[src/rtl/stack_pkg.sv]
// Shared definitions for the Forth data-stack controller: command encodings,
// controller states and the depth-counter width helper.
package stack_pkg;

    localparam logic [1:0] OP_PUSH    = 2'd0;
    localparam logic [1:0] OP_POP     = 2'd1;
    localparam logic [1:0] OP_REPLACE = 2'd2;
    localparam logic [1:0] OP_BINOP   = 2'd3;

    typedef enum logic [1:0] {
        IDLE,
        RD1,
        RD2
    } state_t;

    // Depth must be able to hold STACK_DEPTH itself, hence the extra bit.
    function automatic int depth_width(input int stack_depth);
        return $clog2(stack_depth) + 1;
    endfunction

endpackage

[src/rtl/data_stack_ctrl.sv]
// Forth data-stack controller: TOS/NOS live in registers, deeper entries spill to
// and refill from a RAM window at STACK_BASE through a 1-cycle registered-read memory.
module data_stack_ctrl
    import stack_pkg::*;
#(
    parameter int                    DATA_WIDTH  = 16,
    parameter int                    ADDR_WIDTH  = 16,
    parameter logic [ADDR_WIDTH-1:0] STACK_BASE  = 'hFF00,
    parameter int                    STACK_DEPTH = 256,
    localparam int                   DW_D        = depth_width(STACK_DEPTH)
) (
    input  logic                  clock,
    input  logic                  reset,
    input  logic                  cmd_valid,
    output logic                  cmd_ready,
    input  logic [1:0]            cmd_op,
    input  logic [DATA_WIDTH-1:0] cmd_data,
    output logic [DATA_WIDTH-1:0] tos,
    output logic [DATA_WIDTH-1:0] nos,
    output logic [DW_D-1:0]       depth,
    output logic                  overflow,
    output logic                  underflow,
    input  logic                  err_clear,
    output logic [DATA_WIDTH-1:0] mem_data,
    output logic [ADDR_WIDTH-1:0] mem_write_addr,
    output logic                  mem_we,
    output logic [ADDR_WIDTH-1:0] mem_read_addr,
    input  logic [DATA_WIDTH-1:0] mem_q
);

    localparam logic [DW_D-1:0] FULL = DW_D'(STACK_DEPTH);

    state_t                state;
    logic                  fire;
    logic                  has1;
    logic                  has2;
    logic                  has3;
    logic                  full;
    logic                  ovf_set;
    logic                  unf_set;
    logic                  shrink;
    logic [ADDR_WIDTH-1:0] spill_addr;
    logic [ADDR_WIDTH-1:0] refill_addr;

    assign cmd_ready = (state == IDLE);
    assign fire      = cmd_valid && cmd_ready;

    // Spill slot for the entry leaving NOS, and refill slot for the entry
    // that becomes NOS after the stack shrinks by one.
    always_comb begin
        has1        = (depth != '0);
        has2        = (depth >= DW_D'(2));
        has3        = (depth >= DW_D'(3));
        full        = (depth == FULL);
        ovf_set     = fire && (cmd_op == OP_PUSH) && full;
        unf_set     = fire && ((((cmd_op == OP_POP) || (cmd_op == OP_REPLACE)) && !has1) ||
                               ((cmd_op == OP_BINOP) && !has2));
        shrink      = fire && (((cmd_op == OP_POP) && has1) || ((cmd_op == OP_BINOP) && has2));
        spill_addr  = STACK_BASE + ADDR_WIDTH'(depth - DW_D'(2));
        refill_addr = STACK_BASE + ADDR_WIDTH'(depth - DW_D'(3));
    end

    always_ff @(posedge clock) begin
        if (reset) begin
            state          <= IDLE;
            tos            <= '0;
            nos            <= '0;
            depth          <= '0;
            overflow       <= 1'b0;
            underflow      <= 1'b0;
            mem_data       <= '0;
            mem_write_addr <= '0;
            mem_we         <= 1'b0;
            mem_read_addr  <= '0;
        end else begin
            mem_we <= 1'b0;
            // A fresh error in the same cycle as err_clear must survive.
            if (err_clear) begin
                overflow  <= 1'b0;
                underflow <= 1'b0;
            end
            if (ovf_set) overflow  <= 1'b1;
            if (unf_set) underflow <= 1'b1;

            case (state)
                IDLE: begin
                    if (fire) begin
                        case (cmd_op)
                            OP_PUSH: begin
                                if (!full) begin
                                    if (has2) begin
                                        mem_we         <= 1'b1;
                                        mem_write_addr <= spill_addr;
                                        mem_data       <= nos;
                                    end
                                    nos   <= tos;
                                    tos   <= cmd_data;
                                    depth <= depth + DW_D'(1);
                                end
                            end
                            OP_REPLACE: begin
                                if (has1) tos <= cmd_data;
                            end
                            default: begin
                                if (shrink) begin
                                    tos   <= (cmd_op == OP_POP) ? nos : cmd_data;
                                    depth <= depth - DW_D'(1);
                                    if (has3) begin
                                        mem_read_addr <= refill_addr;
                                        state         <= RD1;
                                    end else begin
                                        nos <= '0;
                                    end
                                end
                            end
                        endcase
                    end
                end
                RD1: state <= RD2;
                RD2: begin
                    nos   <= mem_q;
                    state <= IDLE;
                end
                default: state <= IDLE;
            endcase
        end
    end

endmodule

[config.mk]
export PLATFORM = sky130hd
export DESIGN_NAME = data_stack_ctrl
export DESIGN_NICKNAME = d
export VERILOG_FILES = /design/src/rtl/stack_pkg.sv /design/src/rtl/data_stack_ctrl.sv
export SDC_FILE = /design/constraint.sdc
export NUM_CORES = 1
export LEC_CHECK = 0
export CAP_MARGIN = 20
export CORE_MARGIN = 1.5
export CORE_UTILIZATION = 48
export CTS_CLUSTER_SIZE = 8
export DETAILED_ROUTE_END_ITERATION = 16
export PLACE_DENSITY = 0.81
export SLEW_MARGIN = 20
export SYNTH_ARGS = -nofsm -noshare
export SYNTH_HDL_FRONTEND = slang
export SYNTH_SLANG_ARGS = --single-unit
[constraint.sdc]
create_clock -name clock -period 2.9 [get_ports clock]
set_clock_uncertainty 0.15 [all_clocks]
set_input_delay 0.29 -clock clock [delete_from_list [all_inputs] [get_ports clock]]
set_output_delay 0.29 -clock clock [all_outputs]
set_load 0.005 [all_outputs]
# ---- Word level (Yosys, flattened, before mapping)
# Index checks and enable logic that the tools add are counted.
# W data, S select, Z words.
dict set report word_totals {
  wordCells 93
  out_inout_bits 93
  input_bits 38
  register_bits 94
}
dict set report op_classes {
  n_addsub 6
  n_eq_ne 16
  reduce_logical 30
  bitwise 6
  n_lt_le_gt_ge 2
  n_mux 23
}
# op n
set ops {}
lappend ops {{$mux W16} 8}
lappend ops {{$pmux W16 S2} 3}
lappend ops {{$add A9 B10 Y11 const A} 2}
lappend ops {{$reduce_and A5 Y1} 4}
lappend ops {{$sub A9 B2 Y10 const B} 2}
lappend ops {{$ge A9 B2 Y1 const B} 2}
lappend ops {{$mux W9} 2}
lappend ops {{$pmux W9 S2} 1}
lappend ops {{$add A9 B1 Y9 const B} 1}
lappend ops {{$eq A9 B9 Y1 const B} 1}
lappend ops {{$logic_and A1 B1 Y1} 9}
lappend ops {{$reduce_bool A9 Y1} 1}
lappend ops {{$sub A9 B1 Y9 const B} 1}
lappend ops {{$mux W2} 4}
lappend ops {{$ne A2 B2 Y1 const B} 4}
lappend ops {{$reduce_bool A2 Y1} 4}
lappend ops {{$eq A2 B2 Y1 const B} 3}
lappend ops {{$ne A2 B1 Y1 const B} 3}
lappend ops {{$not A1 Y1} 6}
lappend ops {{$reduce_and A6 Y1} 1}
lappend ops {{$reduce_or A5 Y1} 1}
lappend ops {{$eq A2 B1 Y1 const B} 2}
lappend ops {{$logic_not A2 Y1} 2}
lappend ops {{$mux W1} 4}
lappend ops {{9 further kinds} 12}

# ---- Logic depth before layout (Yosys ltp)
# Gate-level depths: netlist of run 1.
dict set report logic_depth {
  depth_word 8
  mapped_depth 9
  mapped_depth_nobuf 9
}

# ---- Worst setup path before layout of run 1
# Ideal clock, no wire load.
dict set report synth_timing {
  path_kind {input to register}
  from {input cmd_op[0]}
  to {register depth[8]}
  required_ns 2.622
  t_arrival_ns 2.114
  setup_time_ns 0.128
  setup_slack_ns 0.508
  path_stages 9
  cell_sequence {inv_1 -> ha_1 -> inv_2 -> fa_1 -> a21oi_1 -> o211ai_1 -> o41ai_1 -> mux2i_1 -> nand4b_1}
}
dict set report synth_via {
  elab_chain_len 6
  elab_cells_between_ends 13
}
# element line_no
set synth_rtl {}
lappend synth_rtl {{start: declaration} data_stack_ctrl.sv:16} ;# input logic [1:0] cmd_op,
lappend synth_rtl {{$eq A2 B1 Y1 / $eq A2 B2 Y1 (equally long branches)} data_stack_ctrl.sv:58} ;# shrink = fire && (((cmd_op == OP_POP) && has1) || ((cmd_op == OP_BINOP) && has2));
lappend synth_rtl {{$logic_and A1 B1 Y1} data_stack_ctrl.sv:58}
lappend synth_rtl {{$logic_or A1 B1 Y1} data_stack_ctrl.sv:58}
lappend synth_rtl {{$logic_and A1 B1 Y1} data_stack_ctrl.sv:58}
lappend synth_rtl {{$reduce_bool A2 Y1 (no source line)} -}
lappend synth_rtl {{$reduce_and A5 Y1 (no source line)} -}
lappend synth_rtl {{end signal: assignment} data_stack_ctrl.sv:98} ;# depth <= depth + DW_D'(1);
lappend synth_rtl {{end signal: assignment} data_stack_ctrl.sv:107} ;# depth <= depth - DW_D'(1);
lappend synth_rtl {{end: declaration} data_stack_ctrl.sv:20} ;# output logic [DW_D-1:0] depth,
# Several ways; a longest one is shown, not always the timed one.
# A chain may end at the register's enable or synchronous reset.

# ---- Worst setup path in the final report of run 1
# Ends and elaborated chain as after synthesis.

==> impl_metrics.json, run 1 <==
{
  "cap_violations": 0,
  "synth_edf_count": 0,
  "worst_slew_pin_slew_ps": 1070,
  "synth_area_per_cell_um2": 8.53,
  "synthToLayoutAreaGrowth_pct": 34.0,
  "final_nets": 701,
  "ys_seq_elements": 84,
  "layout_min_cycle_time_ps": 2590,
  "clockBufferDepth": 2,
  "drive_above_1_share_pct": 9.57,
  "die_area_um2": 10000,
  "netlist_area_um2": 4540,
  "setup_viol": 0,
  "outcome": "completed",
  "viasPerCell": 5.89,
  "synthFlopType": "dfxtp_1",
  "hold_path_class": "input pin to flop",
  "clockPowerShare_pct": 20.1,
  "r2r_end": "nos[0]$_SDFFE_PP0P_",
  "synth_top_cell_by_area": "dfxtp_1",
  "antenna_cells": 0,
  "die_x_um": 100,
  "dp_hpwl_mm": 9.20,
  "syn_nets": 589,
  "placed_area_um2": 5880,
  "crit_required_ps": 2980,
  "whs_path_depth": 4,
  "drt_wl_total_mm": 13.0,
  "synth.distinct_cells": 56,
  "dr.pass1.iters": 4,
  "cts_max_level": 3,
  "clkSlewWorstSetupHoldPaths_ps": 100,
  "vias": 4470,
  "hold_start": "reset",
  "final-hold-violation-count": 0,
  "cts_tree": "built",
  "io-pin-count": 131,
  "crit_type": "input pin to flop",
  "grt-ovfl-total": 0,
  "grt_max_degree": 40,
  "grt_pass1_vias": 4218,
  "regArea_um2": 1680,
  "critPathMaxStageDelay_ps": 450,
  "crit_chain": "clkdlybuf4s50_1 -> inv_1 -> ha_1 -> inv_2 -> fa_1 -> a21oi_1 -> o211ai_1 -> o41ai_1 -> buf_4 -> mux2i_1 -> nand4b_1",
  "rsz0062_at_grt": "false",
  "die_h_um": 100,
  "cts_setup_buffers": 0,
  "crit_path_start_kind": "input pin",
  "power_density_nw_per_um2": 699,
  "cp_top_family": "buffers and inverters",
  "port_buffers": 130,
  "stdcell_area_um2": 6080,
  "cts_hold_buffers": 0,
  "crit_arrival_ps": 2680,
  "synth_warnings": 0,
  "drcViolationCount": 0,
  "fillCellCount": 774,
  "grt_pass1_wl_mm": 21.0,
  "clkLatencyLatePin_ps": 350,
  "total_power_mw": 4.25,
  "comb_power_share_pct": 44.1,
  "hold_path_end": "nos[10]$_SDFFE_PP0P_",
  "drtAntennaViolNets": 0,
  "grt_usage_pct": 26.0,
  "cp.buffers_inverters": 4,
  "synthTopCellsByArea": "dfxtp_1 37%, a211oi_1 6.6%, a21oi_1 5.5%",
  "cts.sinks": 84,
  "slew_headroom_pct": 28.4,
  "seq_power_share_pct": 35.8,
  "crit_fanout": 9,
  "period_share_pct": 89.4,
  "drt_iter0_markers": 268,
  "leakagePower_nw": 2.21,
  "grt_antenna_before_repair": 0,
  "p_sw_mw": 1.61,
  "reg2reg_slack_ps": 380,
  "worstReg2RegStart": "depth[4]$_SDFFE_PP0P_",
  "ir_drop_v": 0.000319,
  "multi_input_area_um2": 2530,
  "syn_inst": 532,
  "seq_area_frac_synth_pct": 37.1,
  "rows": 35,
  "setup.worst_path.end_class": "flop",
  "cts_buffers": 9,
  "intPower_mw": 2.64,
  "cts.repair.resized": 0,
  "place_congestion": 0.914,
  "synth_top_area_share_pct": 37.1,
  "drv_slew": 0,
  "post_drt_wl_per_cell_um": 17.2,
  "worst-r2r-cell-count": 5,
  "core_um2": 9200,
  "async_flop_share_pct": 0,
  "cts_root_buffer": "clkbuf_8",
  "fmax_ghz": 0.386,
  "initial_utilization_pct": 49.3,
  "cp_slowest_cell": "clkdlybuf4s50_1",
  "switching_share_pct": 37.9
}
-- stage by stage --
step           TNS, ps  worst slack (ps)  util, %  instances  hold slack (ps)
2_1_floorplan        0               508        -        532              286
3_3_place_gp         0              43.0     64.0        744              292
3_5_place_dp     -50.1             -50.1     64.0        744              296
4_1_cts              0               320     66.1        759              284
5_1_grt              0               105     66.1        759              311
6_report             0               308     66.1        759              294
-- synthesized netlist by cell type, drive strengths merged, types with 2 or more instances --
| cell | number |
|---|---|
| nor2 | 45 |
| and3 | 3 |
| nor2b | 2 |
| nand2b | 7 |
| nor4 | 5 |
| dfxtp | 84 |
| a211oi | 47 |
| nand3 | 10 |
| nand2 | 47 |
| or2 | 3 |
| nand4 | 5 |
| mux2i | 22 |
| and2 | 2 |
| nor3 | 3 |
| a311oi | 3 |
| inv | 11 |
| a21oi | 51 |
| o41ai | 3 |
| or3b | 2 |
| xor2 | 4 |
| o21bai | 2 |
| xnor2 | 11 |
| ha | 18 |
| or3 | 24 |
| o21a | 2 |
| o21ai | 43 |
| nor3b | 2 |
| a21o | 2 |
| o211ai | 6 |
| clkbuf | 17 |
| buf | 33 |
| a31oi | 2 |
-- tightest hold or removal path, delay by kind of cell --
family | cells | cell delay [ps]
AO/OA/AOI/OAI | 2 | 190
buffers and inverters | 2 | 270
-- cells by family after synthesis --
| family | count (synthesis) | synth area share (%) |
|---|---|---|
| xor+xnor | 15 | 2.89 |
| compound gates | 167 | 24.2 |
| flops | 84 | 37.1 |
| buf+inv | 61 | 7.20 |
| fa+ha+maj | 19 | 5.40 |
| simple gates | 163 | 18.1 |
| mux | 23 | 5.10 |
-- how the worst max path moves through the flow --
stage	start	end	slack (ps)	cells past startpoint
floorplan	cmd_op[0]	depth[8]$_SDFFE_PP0P_	510	9
global route	cmd_op[0]	depth[8]$_SDFFE_PP0P_	100	11
finish	cmd_op[0]	depth[8]$_SDFFE_PP0P_	310	11
global placement	cmd_op[0]	depth[8]$_SDFFE_PP0P_	40	11
detailed placement	cmd_op[1]	depth[8]$_SDFFE_PP0P_	-50	11
CTS	cmd_op[1]	depth[8]$_SDFFE_PP0P_	320	11
-- state kept, by name, indices dropped and copies added, names as in the netlist --
register        flops
state               2
overflow            1
mem_we              1
mem_read_addr      11
underflow           1
mem_data           16
tos                16
depth               9
nos                16
mem_write_addr     11
-- area by class of cell --
type                    instances  area share (%)
clock inverters                 6            1.21
multi-input cells             387            41.6
inverters                      11           0.679
clock buffers                   9            2.04
flip-flops and latches         84            27.7
well taps                     111            2.28
repair buffers                151            24.5
-- routing by layer --
metal  track usage, %  vias to the layer above  part of all wire [%]
met4             9.86                        0                   2.7
met2             43.3                      178                    48
li1                 -                     2132                     -
met1             34.5                     2130                    44
met5                0                        -                     0
met3             3.20                       30                   5.4
-- cell usage in the layout (no fill, tap or decap), types with 3 or more instances in the layout --
cell type | synthesis | final
clkdlybuf4s50_1 | 0 | 129
dfxtp_1 | 84 | 84
a21oi_1 | 50 | 50
nand2_1 | 46 | 46
nor2_1 | 45 | 45
o21ai_0 | 42 | 42
a211oi_1 | 40 | 40
or3_1 | 24 | 24
mux2i_1 | 22 | 22
ha_1 | 18 | 18
buf_4 | 13 | 18
xnor2_1 | 11 | 11
inv_1 | 10 | 10
nand3_1 | 10 | 10
clkbuf_8 | 0 | 9
nand2b_1 | 7 | 7
a211oi_2 | 7 | 7
o211ai_1 | 6 | 6
nand4_1 | 5 | 5
xor2_1 | 4 | 4
o41ai_1 | 3 | 3
nor3_1 | 3 | 3
or2_2 | 3 | 3
nor4_1 | 3 | 3
and3_1 | 3 | 3
buf_12 | 0 | 3
-- power groups by stage --
| stage | combinational, mW | sequential (mW) | clock [mW] |
|---|---|---|---|
| 3_3_place_gp | 1.80 | 1.54 | 0 |
| 4_1_cts | 1.86 | 1.52 | 0.863 |
| 5_1_grt | 2.06 | 1.55 | 0.915 |
| 2_1_floorplan | 1.18 | 1.48 | 0 |
| 6_report | 1.87 | 1.52 | 0.855 |
| 3_5_place_dp | 1.85 | 1.54 | 0 |
Power figures use the tool's default switching activity.
==> inputs of run 2 (changes only) <==
--- a/config.mk
+++ b/config.mk
@@ -10,7 +10,7 @@
 export CORE_UTILIZATION = 48
 export CTS_CLUSTER_SIZE = 8
 export DETAILED_ROUTE_END_ITERATION = 16
-export PLACE_DENSITY = 0.81
+export PLACE_DENSITY = 0.87
 export SLEW_MARGIN = 20
 export SYNTH_ARGS = -nofsm -noshare
 export SYNTH_HDL_FRONTEND = slang
==> constraint.sdc (replaced) <==
create_clock -name clock -period 2.5 [get_ports clock]
set_clock_uncertainty 0.15 [all_clocks]
set_input_delay 0.25 -clock clock [delete_from_list [all_inputs] [get_ports clock]]
set_output_delay 0.25 -clock clock [all_outputs]
set_load 0.005 [all_outputs]
==> impl_metrics.json, run 2 (same netlist as run 1, synthesis figures left out) <==
{
  "outcome": "completed",
  "clockBufferDepth": 2,
  "setup_ws_ps": 63.9,
  "setup.worst_path.end_class": "flop",
  "p_sw_mw": 1.98,
  "ir_drop_v": 0.000485,
  "hold_path_class": "input pin to flop",
  "layout_min_cycle_time_ps": 2440,
  "pre_cts_ws_ps": -392,
  "whs_path_depth": 4,
  "multi_input_area_um2": 2560,
  "r2r_end": "depth[8]$_SDFFE_PP0P_",
  "grt_max_degree": 37,
  "viasPerCell": 5.84,
  "stdcell_area_um2": 6360,
  "worst_slew_pin_slew_ps": 1070,
  "reg2reg_slack_ps": 170,
  "slew_headroom_pct": 28.6,
  "clkLatencyLatePin_ps": 360,
  "port_buffers": 130,
  "grt_pass1_vias": 4500,
  "place_congestion": 0.910,
  "switching_share_pct": 38.6,
  "cap_violations": 0,
  "cts_max_level": 3,
  "layout_commonest_cell": "clkdlybuf4s50_1",
  "core_um2": 9200,
  "worstReg2RegStart": "depth[2]$_SDFFE_PP0P_",
  "final-hold-violation-count": 0,
  "seq_power_share_pct": 34.1,
  "regArea_um2": 1680,
  "crit_required_ps": 2600,
  "cts_tree": "built",
  "leakagePower_nw": 2.37,
  "cts_buffers": 9,
  "hold_start": "reset",
  "crit_type": "input pin to flop",
  "rows": 35,
  "die_x_um": 100,
  "io-pin-count": 131,
  "grt_usage_pct": 27.5,
  "cts_root_buffer": "clkbuf_8",
  "worst-r2r-cell-count": 7,
  "dr.pass1.iters": 4,
  "final_nets": 730,
  "vias": 4610,
  "die_h_um": 100,
  "drcViolationCount": 0,
  "cts_hold_buffers": 0,
  "hold_path_end": "nos[9]$_SDFFE_PP0P_",
  "top_regs": "mem_data x16, nos x16, tos x16",
  "antenna_cells": 0,
  "drv_slew": 0,
  "period_share_pct": 97.4,
  "grt_pass1_wl_mm": 21.9,
  "setup_viol": 0,
  "intPower_mw": 3.14,
  "grt-ovfl-total": 0,
  "placed_area_um2": 6140,
  "initial_utilization_pct": 49.3,
  "dp_hpwl_mm": 9.88,
  "clkSlewWorstSetupHoldPaths_ps": 100,
  "drt_iter0_markers": 222,
  "drt_wl_total_mm": 13.9,
  "setup_tns_ps": 0,
  "rsz0062_at_grt": "true",
  "grt_antenna_before_repair": 0,
  "die_area_um2": 10000,
  "fmax_ghz": 0.410,
  "power_density_nw_per_um2": 805,
  "crit_path_start_kind": "input pin",
  "cts.sinks": 84,
  "drive_above_1_share_pct": 14.7,
  "mostFrequentLayoutCells": "129 x clkdlybuf4s50_1, 84 x dfxtp_1, 46 x nand2_1, 46 x a21oi_1, 45 x nor2_1",
  "crit_fanout": 7,
  "post_drt_wl_per_cell_um": 17.7,
  "synthToLayoutAreaGrowth_pct": 40.3,
  "fillCellCount": 741,
  "comb_power_share_pct": 47.9,
  "clockPowerShare_pct": 18.0,
  "crit_arrival_ps": 2540,
  "drtAntennaViolNets": 0
}
-- run 2: cell types whose count changed in the layout (fill, tap and decap cells not counted), moves of 2 or more --
| cell | before | now |
|---|---|---|
| buf_4 | 18 | 43 |
| a21oi_1 | 50 | 46 |
| ha_1 | 18 | 16 |
| a21oi_2 | 1 | 5 |
| ha_2 | 0 | 2 |
| buf_12 | 3 | 7 |
-- run 2: power groups by stage --
| stage | logic, mW | registers, mW | clock network (mW) |
|---|---|---|---|
| 3_5_place_dp | 2.38 | 1.77 | 0 |
| 2_1_floorplan | 1.37 | 1.72 | 0 |
| 5_1_grt | 2.66 | 1.77 | 1.01 |
| 3_3_place_gp | 2.32 | 1.76 | 0 |
| 6_report | 2.45 | 1.75 | 0.922 |
| 4_1_cts | 2.40 | 1.74 | 0.934 |
-- run 2: worst max path at each step --
stage                       endpoint  cells past startpoint  slack, ps      start
2_1_floorplan  depth[8]$_SDFFE_PP0P_                      9        150  cmd_op[0]
3_3_place_gp   depth[8]$_SDFFE_PP0P_                     11       -280  cmd_op[0]
3_5_place_dp   depth[8]$_SDFFE_PP0P_                     11       -390  cmd_op[0]
4_1_cts        depth[8]$_SDFFE_PP0P_                     11        0.9  cmd_op[0]
5_1_grt        depth[8]$_SDFFE_PP0P_                     11        -40  cmd_op[1]
6_report       depth[8]$_SDFFE_PP0P_                     11         60  cmd_op[0]
-- run 2: what timing repair did --
item | CTS | global route
setup endpoints to repair | 0 | 14
gates resized for setup | 0 | 8
buffers inserted | 0 | 1
-- run 2: layout make-up --
cell class,instances,share of cell area (%)
inverters,11,0.649
clock buffers,9,1.95
flip-flops and latches,84,26.4
multi-input cells,387,40.3
well taps,111,2.18
repair buffers,180,27.6
clock inverters,7,0.904
-- run 2: routing by layer --
layer  wire length [um]  track usage [%]  vias to the layer above  part of all wire (%)
met5                  0                0                        -                     0
met4                491             11.1                        0                   3.5
met3                902             4.67                       40                   6.5
met2               6740             45.3                      228                    48
met1               5800             35.8                     2151                    42
li1                   -                -                     2191                     -
-- run 2: stage by stage --
| stage | cells | hold slack, ps | utilization (%) | total power, mW |
|---|---|---|---|---|
| final | 789 | 155 | 69.2 | 5.12 |
| after global routing | 789 | 179 | 69.2 | 5.44 |
| after CTS | 788 | 154 | 68.8 | 5.08 |
| after detailed placement | 772 | 298 | 66.8 | 4.15 |
| after global placement | 772 | 295 | 66.8 | 4.08 |
| after floorplan | 532 | 246 | - | 3.09 |
-- run 2: worst max-delay path, cell delays in order --
cell and delay, ps:
clkdlybuf4s50_1 430, inv_1 90, ha_2 190, inv_2 80, fa_1 420, a21oi_2 180, o211ai_1 160, o41ai_2 260
buf_4 180, mux2i_1 180, nand4b_1 100
